**src/rtl/loader_pkg.sv**
```systemverilog
// Shared types and constants for the instruction-memory program loader.
package loader_pkg;

    typedef enum logic [2:0] {
        IDLE,
        LEN_LO,
        LEN_HI,
        DATA,
        ERR
    } loader_state_t;

    localparam int unsigned LEN_W = 16;

endpackage

```
**src/rtl/word_packer.sv**
```systemverilog
// Packs a little-endian byte stream into 32-bit words; word_valid is high
// in the same cycle the fourth byte of a word is presented and accepted.
module word_packer (
    input  logic        clk,
    input  logic        rst_n,
    input  logic        byte_en,
    input  logic [7:0]  byte_data,
    output logic        word_valid,
    output logic [31:0] word
);

    logic [1:0]  cnt_q;
    logic [23:0] sr_q;

    // Bytes shift in from the top so the first byte lands in the low lane.
    always_ff @(posedge clk or negedge rst_n) begin
        if (!rst_n) begin
            cnt_q <= '0;
            sr_q  <= '0;
        end else if (byte_en) begin
            cnt_q <= cnt_q + 2'd1;
            sr_q  <= {byte_data, sr_q[23:8]};
        end
    end

    assign word_valid = byte_en && (cnt_q == 2'd3);
    assign word       = {byte_data, sr_q};

endmodule

```
**src/rtl/instr_loader.sv**
```systemverilog
// Loads a length-prefixed byte image into instruction memory, one registered
// write per packed word at sequential addresses from 0; busy holds the core off.
module instr_loader
    import loader_pkg::*;
#(
    parameter int ADDR_WIDTH = 12,
    parameter int DATA_WIDTH = 32
) (
    input  logic                  clk,
    input  logic                  rst_n,
    input  logic                  start,
    input  logic                  byte_valid,
    input  logic [7:0]            byte_data,
    output logic                  byte_ready,
    output logic                  we,
    output logic [ADDR_WIDTH-1:0] waddr,
    output logic [DATA_WIDTH-1:0] wdata,
    output logic                  busy,
    output logic                  done,
    output logic                  error
);

    localparam logic [LEN_W:0] DEPTH = {{LEN_W{1'b0}}, 1'b1} << ADDR_WIDTH;

    loader_state_t         state_q;
    logic [7:0]            len_lo_q;
    logic [LEN_W-1:0]      remain_q;
    logic [ADDR_WIDTH-1:0] addr_q;
    logic                  byte_ready_q;
    logic                  we_q;
    logic [ADDR_WIDTH-1:0] waddr_q;
    logic [DATA_WIDTH-1:0] wdata_q;
    logic                  busy_q;
    logic                  done_q;
    logic                  error_q;

    logic                  accept;
    logic                  pack_en;
    logic                  word_valid;
    logic [31:0]           word;
    logic [LEN_W-1:0]      len_hdr;

    assign accept  = byte_valid && byte_ready_q;
    assign pack_en = accept && (state_q == DATA);
    assign len_hdr = {byte_data, len_lo_q};

    word_packer u_packer (
        .clk        (clk),
        .rst_n      (rst_n),
        .byte_en    (pack_en),
        .byte_data  (byte_data),
        .word_valid (word_valid),
        .word       (word)
    );

    always_ff @(posedge clk or negedge rst_n) begin
        if (!rst_n) begin
            state_q      <= IDLE;
            len_lo_q     <= '0;
            remain_q     <= '0;
            addr_q       <= '0;
            byte_ready_q <= 1'b0;
            we_q         <= 1'b0;
            waddr_q      <= '0;
            wdata_q      <= '0;
            busy_q       <= 1'b0;
            done_q       <= 1'b0;
            error_q      <= 1'b0;
        end else begin
            we_q   <= 1'b0;
            done_q <= 1'b0;
            case (state_q)
                IDLE, ERR: begin
                    if (start) begin
                        state_q      <= LEN_LO;
                        addr_q       <= '0;
                        byte_ready_q <= 1'b1;
                        busy_q       <= 1'b1;
                        error_q      <= 1'b0;
                    end
                end
                LEN_LO: begin
                    if (accept) begin
                        len_lo_q <= byte_data;
                        state_q  <= LEN_HI;
                    end
                end
                LEN_HI: begin
                    if (accept) begin
                        remain_q <= len_hdr;
                        if (len_hdr == '0) begin
                            state_q      <= IDLE;
                            done_q       <= 1'b1;
                            busy_q       <= 1'b0;
                            byte_ready_q <= 1'b0;
                        end else if ({1'b0, len_hdr} > DEPTH) begin
                            // Ready stays high so the rest of the image drains.
                            state_q <= ERR;
                            error_q <= 1'b1;
                            busy_q  <= 1'b0;
                        end else begin
                            state_q <= DATA;
                        end
                    end
                end
                DATA: begin
                    if (word_valid) begin
                        we_q     <= 1'b1;
                        waddr_q  <= addr_q;
                        wdata_q  <= word;
                        addr_q   <= addr_q + ADDR_WIDTH'(1);
                        remain_q <= remain_q - LEN_W'(1);
                        if (remain_q == LEN_W'(1)) begin
                            state_q      <= IDLE;
                            done_q       <= 1'b1;
                            busy_q       <= 1'b0;
                            byte_ready_q <= 1'b0;
                        end
                    end
                end
                default: state_q <= IDLE;
            endcase
        end
    end

    assign byte_ready = byte_ready_q;
    assign we         = we_q;
    assign waddr      = waddr_q;
    assign wdata      = wdata_q;
    assign busy       = busy_q;
    assign done       = done_q;
    assign error      = error_q;

endmodule

```
**config.mk**
```make
export PLATFORM = sky130hd
export DESIGN_NAME = instr_loader
export DESIGN_NICKNAME = d
export VERILOG_FILES = /design/src/rtl/loader_pkg.sv /design/src/rtl/word_packer.sv /design/src/rtl/instr_loader.sv
export SDC_FILE = /design/constraint.sdc
export NUM_CORES = 1
export LEC_CHECK = 0
export CORE_ASPECT_RATIO = 1.75
export CORE_MARGIN = 1
export CORE_UTILIZATION = 25
export DETAILED_ROUTE_END_ITERATION = 16
export DONT_BUFFER_PORTS = 1
export GPL_ROUTABILITY_DRIVEN = 0
export PLACE_DENSITY = 0.36
export SYNTH_ARGS = -nofsm -noshare
export SYNTH_HDL_FRONTEND = slang
export SYNTH_HIERARCHICAL = 1
export SYNTH_SLANG_ARGS = --single-unit
export TNS_END_PERCENT = 1
```
**constraint.sdc**
```tcl
create_clock -name clk -period 3.5 [get_ports clk]
set_input_delay 0.525 -clock clk [delete_from_list [all_inputs] [get_ports clk]]
set_output_delay 0.525 -clock clk [all_outputs]
set_load 0.005 [all_outputs]
```
==> summary.txt, run 1 <==
CTS
  • CTS sink cnt: 114
  • CTS resizes: 0
  • CTS Buf Count: 17
  • Clk pin slew, worst setup/hold paths: 0.06 ns
  • Clock Latency Late Sink: 0.42 ns
  • CTS tree: built
  • Post-CTS setup buffer count: 0
  • CTS Buffer Depth: 2
  • Root Buffer: clkbuf_16
  • # H-tree levels: 4

STA
  • Final setup violating endpoints: 0
  • Rel. slew slack: 0.2978
  • FMAX: 449.2 MHz
  • Setup TNS: 0 ns
  • Final Max Tran Viols: 0
  • Worst hold margin: 0.05183 ns
  • Crit share post-route: 0.6361
  • Final hold violation count: 0
  • Worst Tran Pin Value: 1.051 ns
  • RSZ-0062 raised after global routing: no
  • Minimum clock period: 2.226 ns
  • Clock Skews: 0.01010 ns

Critical path
  • Setup slack, reg-to-reg: 1.27 ns
  • Register-to-Register Path Depth: 9
  • Crit Path Category: reg -> reg
  • CP Data Required Time: 3.78 ns
  • Sequence of cells on the critical path: nand3b_1 -> nor2_4 -> and2_1 -> nand2_2 -> clkinv_2 -> buf_4 -> nand3_1 -> xor2_1 -> nor2_1
  • CP max stage cell: dfrtp_1
  • Max FO, Critical Path: 31
  • Crit. End Element: flip-flop
  • Slowest stage delay, CP: 0.52 ns
  • Critical path arrival: 2.50 ns
  • RR Endpoint: addr_q[6]
  • Setup crit start kind: flip-flop
  • Worst r2r src: state_q[0]

Detailed routing
  • M1 WL: 5623 microns
  • Starting DRT DRC Count: 196
  • DR WL met2: 7204 microns
  • Via-per-instance ratio: 4.779
  • Via count: 3670
  • Met3 WL: 676 microns
  • DR WL/cell: 18.00 microns
  • Antenna viol nets, final: 0
  • Highest Signal Layer: met4
  • TritonRoute pass-1 iters: 12
  • DRC errors left: 15
  • Routed wire length: 13830 microns

Logic synthesis
  • Number of enable flip-flop cells after synthesis: 0
  • Mean post-synth cell area: 10.18 sq um
  • Top cells by area, synth: dfrtp_1 54%, nand2_1 11%, mux2_4 5.2%
  • Most area-hungry cell type in the Yosys netlist: dfrtp_1
  • Seq/Total Area, Yosys: 0.5442
  • Synth Instances: 515
  • Top FF cell, synth: dfrtp_1
  • Netlist cell types: 54
  • Synth async-reset ratio: 1.000
  • Synthesized area: 5243 sq um
  • Syn Nets: 531
  • Synthesized flop and latch total: 114
  • Share of the synthesized area in the top cell type: 0.5442
  • YS warnings: 6

Layout
  • Fin cells: 768
  • N_diodes: 0
  • Multi-input logic area: 2150 sq um
  • Commonest non-fill, non-tap cells in the layout: 154 x nand2_1, 114 x dfrtp_1, 25 x o21ai_0
  • Layout Nets: 523
  • Layout area overhead: 15.01%
  • Sequential Area: 2853 sq um
  • Fill cells: 2120
  • Commonest non-fill, non-tap cell in the layout: nand2_1
  • Fraction of layout cells with a size suffix above 1: 0.1538

Placed design
  • Placed insts: 735
  • HPWL Detailed: 9360 microns
  • # port buffers: 0

Outcome
  • Status: complete, but fails checks
  • Failing checks: DRC

Floorplan
  • Core Area: 20460 sq um
  • Die X: 111.5 microns
  • Cell Rows: 69
  • DIE AREA: 21580 sq um
  • I/O pins: 61
  • Initial Util: 0.2562
  • Die height: 193.6 microns

Global routing
  • All-Layer GR Usage: 0.1375
  • Largest net degree at the start of global routing: 115
  • First-pass GRT wire length: 22440 microns
  • Vias in the first global route: 3858
  • Remaining Overflow, GRT: 0
  • Initial antenna violation count: 0

Pwr
  • Power per cell area: 817.1 nW/um^2
  • Tot Pwr: 4.927 mW
  • IR drop worst, VDD: 276.7 uV
  • Static Leak: 2.743 nW

Worst hold path
  • Hold WC Path Type: in -> async

Run
  • Max_cap viols: 0
cell usage after synthesis (all sizes together) (5+ instances only):
master,count
nand2,155
dfrtp,114
mux2,34
o21ai,25
buf,23
a21oi,21
nor2,16
nand3,12
clkbuf,11
nand4,11
nor3,11
nor4,6
inv,5
o211ai,5
what timing repair did:
| item | 4_1_cts | 5_1_grt |
|---|---|---|
| endpoints found under the hold margin | 114 | 0 |
| hold buffers | 1 | 0 |
| endpoints found under the setup margin | 0 | 0 |
state kept, by name (all words and copies together), names as in the netlist, 2 cells and up:
name,cells
wdata,32
u_packer/sr_q,24
remain_q,16
addr_q,12
waddr,12
len_lo_q,8
state_q,3
u_packer/cnt_q,2
worst max path at each step:
stage,start,endpoint,slack (ns),depth (start not counted)
after floorplan,state_q[2],remain_q[14],0.92,10
after global placement,state_q[0],addr_q[6],1.26,9
after detailed placement,state_q[0],addr_q[6],1.23,9
after CTS,state_q[0],addr_q[6],1.21,9
after global routing,state_q[0],addr_q[6],1.10,9
final,state_q[0],addr_q[6],1.27,9
worst max-delay path: cells and delay by family (launching register included):
kind	cells	cell delay [ns]
XOR/XNOR	1	0.15
AND/OR/NAND/NOR	6	0.78
flip-flops	1	0.52
buffers and inverters	2	0.62
metal layers:
metal | global-route usage | up-vias
met5 | 0 | -
met4 | 0.05806 | 0
met3 | 0.04887 | 17
met2 | 0.2412 | 79
met1 | 0.1481 | 1813
li1 | - | 1761
logic make-up after synthesis:
logic type / count (synthesis) / synth area share
and+or+nand+nor: 235 / 0.2033
DFF: 114 / 0.5442
AOI/OAI and AO/OA: 84 / 0.1031
buffers and inverters: 40 / 0.04725
muxes: 34 / 0.08592
xor gates and xnor gates: 4 / 0.006682
adders and majority gates: 4 / 0.009547
stage by stage:
stage	cell area, sq um	setup slack, ns	util
2_1_floorplan	5243	0.9218	-
3_3_place_gp	5381	1.260	0.2630
3_5_place_dp	5381	1.234	0.2630
4_1_cts	6030	1.209	0.2947
5_1_grt	6030	1.102	0.2947
6_report	6030	1.274	0.2947
report_power, final:
group | internal (mW) | total (mW) | switching [mW] | leakage, nW
clock | 1.22 | 1.84 | 0.616 | 0.304
combinational | 0.522 | 1.03 | 0.510 | 0.958
sequential | 1.69 | 2.05 | 0.366 | 1.48
layout make-up:
type,instances,area share
sequential,114,0.4731
multi-input combinational,361,0.3565
clock buffer,22,0.07699
tap,248,0.05146
clock inverter,10,0.02594
timing repair buffer,7,0.01204
inverter,6,0.003943
(Power assumes the default switching activity.)
==> run 2: changes to the inputs <==
--- a/config.mk
+++ b/config.mk
@@ -11,7 +11,7 @@
 export DETAILED_ROUTE_END_ITERATION = 16
 export DONT_BUFFER_PORTS = 1
 export GPL_ROUTABILITY_DRIVEN = 0
-export PLACE_DENSITY = 0.36
+export PLACE_DENSITY = 0.38
 export SYNTH_ARGS = -nofsm -noshare
 export SYNTH_HDL_FRONTEND = slang
 export SYNTH_HIERARCHICAL = 1
==> constraint.sdc (replaced) <==
create_clock -name clk -period 2 [get_ports clk]
set_input_delay 0.3 -clock clk [delete_from_list [all_inputs] [get_ports clk]]
set_output_delay 0.3 -clock clk [all_outputs]
set_load 0.005 [all_outputs]
==> run 2 against run 1 <==
Against the previous run:
- register-to-register slack got worse by 1.2 ns
- cell area increased by 3.2%
- critical path depth decreased by 2
- critical path type unchanged
- the run ends with DRC, hold timing left
- critical endpoint is now remain_q[14]
==> summary.txt, run 2 (synthesis results as in run 1) <==
Critical path
  • RR Endpoint: remain_q[14]
  • Register-to-Register Path Depth: 7 (-2)
  • CP max stage cell: or4b_1
  • CP startpoint: state_q[2]
  • Setup slack, reg-to-reg: 0.06 ns (-1.21 ns)
  • Crit path depth: 7 (-2)
  • Setup crit end: remain_q[14]
  • CP Data Required Time: 2.35 ns (-1.43 ns)
  • Worst r2r src: state_q[2]
  • Setup crit start kind: flip-flop
  • Critical path arrival: 2.29 ns (-0.21 ns)
  • Max FO, Critical Path: 3 (-90%)
  • Worst path bufs/invs: 0 (-2)
  • Crit Path Category: reg -> reg
  • Slowest stage delay, CP: 0.44 ns (-0.08 ns)
  • Sequence of cells on the critical path: nand3b_1 -> nor2_4 -> and2_4 -> nand2_2 -> or4b_1 -> or4_1 -> nand4_1
  • Delay-heaviest family, CP: simple AND/OR/NAND/NOR gates
  • Crit. End Element: flip-flop

Global routing
  • Remaining Overflow, GRT: 0 (unchanged)
  • Largest net degree at the start of global routing: 115 (unchanged)
  • All-Layer GR Usage: 0.1381 (+0.0006473)
  • Initial antenna violation count: 0 (unchanged)
  • First-pass GRT wire length: 22810 microns (+1.7%)
  • Vias in the first global route: 3982 (+3.2%)

Outcome
  • Failing checks: DRC, hold timing
  • Status: complete, but fails checks

Detailed routing
  • Met3 WL: 645 microns (-4.6%)
  • Antenna viol nets, final: 0 (unchanged)
  • M1 WL: 5888 microns (+4.7%)
  • TritonRoute pass-1 iters: 12 (unchanged)
  • DR WL/cell: 17.42 microns (-3.2%)
  • Via count: 3808 (+3.8%)
  • Starting DRT DRC Count: 174 (-11%)
  • DR WL met2: 6940 microns (-3.7%)
  • Highest Signal Layer: met4
  • Via-per-instance ratio: 4.802 (+0.49%)
  • Routed wire length: 13820 microns (about the same)
  • DRC errors left: 7 (-8)

Layout
  • Multi-input logic area: 2160 sq um (+0.47%)
  • N_diodes: 0 (unchanged)
  • Commonest non-fill, non-tap cells in the layout: 153 x nand2_1, 114 x dfrtp_1, 25 x o21ai_0, 25 x buf_4, 21 x a21oi_1
  • Largest register FFs: 32 (unchanged)
  • Util after Layout: 0.3041 (+0.009417)
  • Sequential Area: 2853 sq um (unchanged)
  • Fill cells: 2108 (-0.57%)
  • Layout Nets: 548 (+4.8%)
  • Fin cells: 793 (+3.3%)
  • Fraction of layout cells with a size suffix above 1: 0.1908 (+0.03698)
  • Commonest non-fill, non-tap cell in the layout: nand2_1
  • Layout area overhead: 18.69%

Floorplan
  • DIE AREA: 21580 sq um (unchanged)
  • Cell Rows: 69 (unchanged)
  • Initial Util: 0.2562 (unchanged)
  • Core Area: 20460 sq um (unchanged)
  • I/O pins: 61 (unchanged)
  • Die height: 193.6 microns (unchanged)
  • Die X: 111.5 microns (unchanged)

STA
  • FMAX: 516.1 MHz (+15%)
  • Worst hold margin: -0.4238 ns (-0.4756 ns)
  • Crit share post-route: 0.9688 (+0.3327)
  • Worst Tran Pin Value: 0.5563 ns (-0.4943 ns)
  • Final setup violating endpoints: 0 (unchanged)
  • Clock Skews: 0.009526 ns (-0.0005746 ns)
  • Rel. slew slack: 0.6291 (+0.3313)
  • RSZ-0062 raised after global routing: yes
  • Final hold violation count: 114 (+114)
  • Minimum clock period: 1.938 ns (-0.2887 ns)
  • Final Max Tran Viols: 0 (unchanged)

CTS
  • # H-tree levels: 4 (unchanged)
  • CTS sink cnt: 114 (unchanged)
  • Clock Latency Late Sink: 0.42 ns (about the same)
  • Root Buffer: clkbuf_16
  • CTS tree: built
  • CTS Buffer Depth: 2 (unchanged)
  • CTS Buf Count: 17 (unchanged)
  • Clk pin slew, worst setup/hold paths: 0.06 ns (about the same)
  • Hold buffer count at CTS: 7 (+6)

Run
  • Max_cap viols: 0 (unchanged)

Worst hold path
  • Hold WC Path Type: in -> async

Placed design
  • Placed insts: 753 (+2.4%)
  • # port buffers: 0 (unchanged)
  • HPWL Detailed: 9087 microns (-2.9%)

Pwr
  • Tot Pwr: 8.705 mW (+77%)
  • IR drop worst, VDD: 551.5 uV (+99%)
  • Power per cell area: 1399 nW/um^2 (+71%)
  • Static Leak: 2.851 nW (+3.9%)
run 2: cell count changes in the layout (fill, tap and decap cells not counted), moves of 2 or more:
| cell | before | now |
|---|---|---|
| buf_4 | 6 | 25 |
| clkbuf_1 | 3 | 0 |
| clkinv_2 | 5 | 2 |
| clkinv_4 | 1 | 4 |
| clkinvlp_4 | 1 | 3 |
| dlygate4sd3_1 | 0 | 7 |
| inv_6 | 0 | 3 |
run 2: worst min path at each step:
stage          slack [ns]  startpoint  cells past startpoint           end
2_1_floorplan       0.004       rst_n                      0     addr_q[0]
3_3_place_gp         0.01       rst_n                      0     wdata[22]
3_5_place_dp         0.01       rst_n                      0     wdata[22]
4_1_cts             -0.44       rst_n                      0     wdata[12]
5_1_grt             -0.44       rst_n                      0  remain_q[10]
6_report            -0.42       rst_n                      0     wdata[22]
run 2: area by class of cell:
class | instances | area share
multi-input cells | 361 | 0.3471
well taps | 248 | 0.04987
flip-flops and latches | 114 | 0.4585
repair buffers | 32 | 0.04142
inverters | 6 | 0.003821
clock inverters | 14 | 0.02876
clock buffers | 18 | 0.07058
run 2: layer usage:
metal  vias up  global-route usage
met2        74              0.2296
met1      1901              0.1618
met3        20             0.04073
met4         0             0.06607
li1       1813                   -
met5         -                   0
run 2: report_power, final:
group	switching [mW]	internal (mW)	total, mW	leakage (nW)
combinational	0.950	1.04	1.99	1.08
clock	1.18	2.01	3.19	0.294
sequential	0.570	2.95	3.52	1.48
run 2: stage by stage:
stage | setup WS (ns) | area (sq um) | setup TNS, ns
after floorplan | -0.4785 | 5263 | -9.258
after global placement | -0.004229 | 5519 | -0.004229
final | 0.06234 | 6222 | 0
after detailed placement | 0.03729 | 5519 | 0
after global routing | -0.07956 | 6222 | -0.07956
after CTS | 0.01316 | 6207 | 0
run 2: timing repair:
item / 4_1_cts / 5_1_grt
resized for setup: 0 / 2
hold endpoints to repair: 121 / 114
setup buffers: 0 / 1
endpoints found under the setup margin: 0 / 3
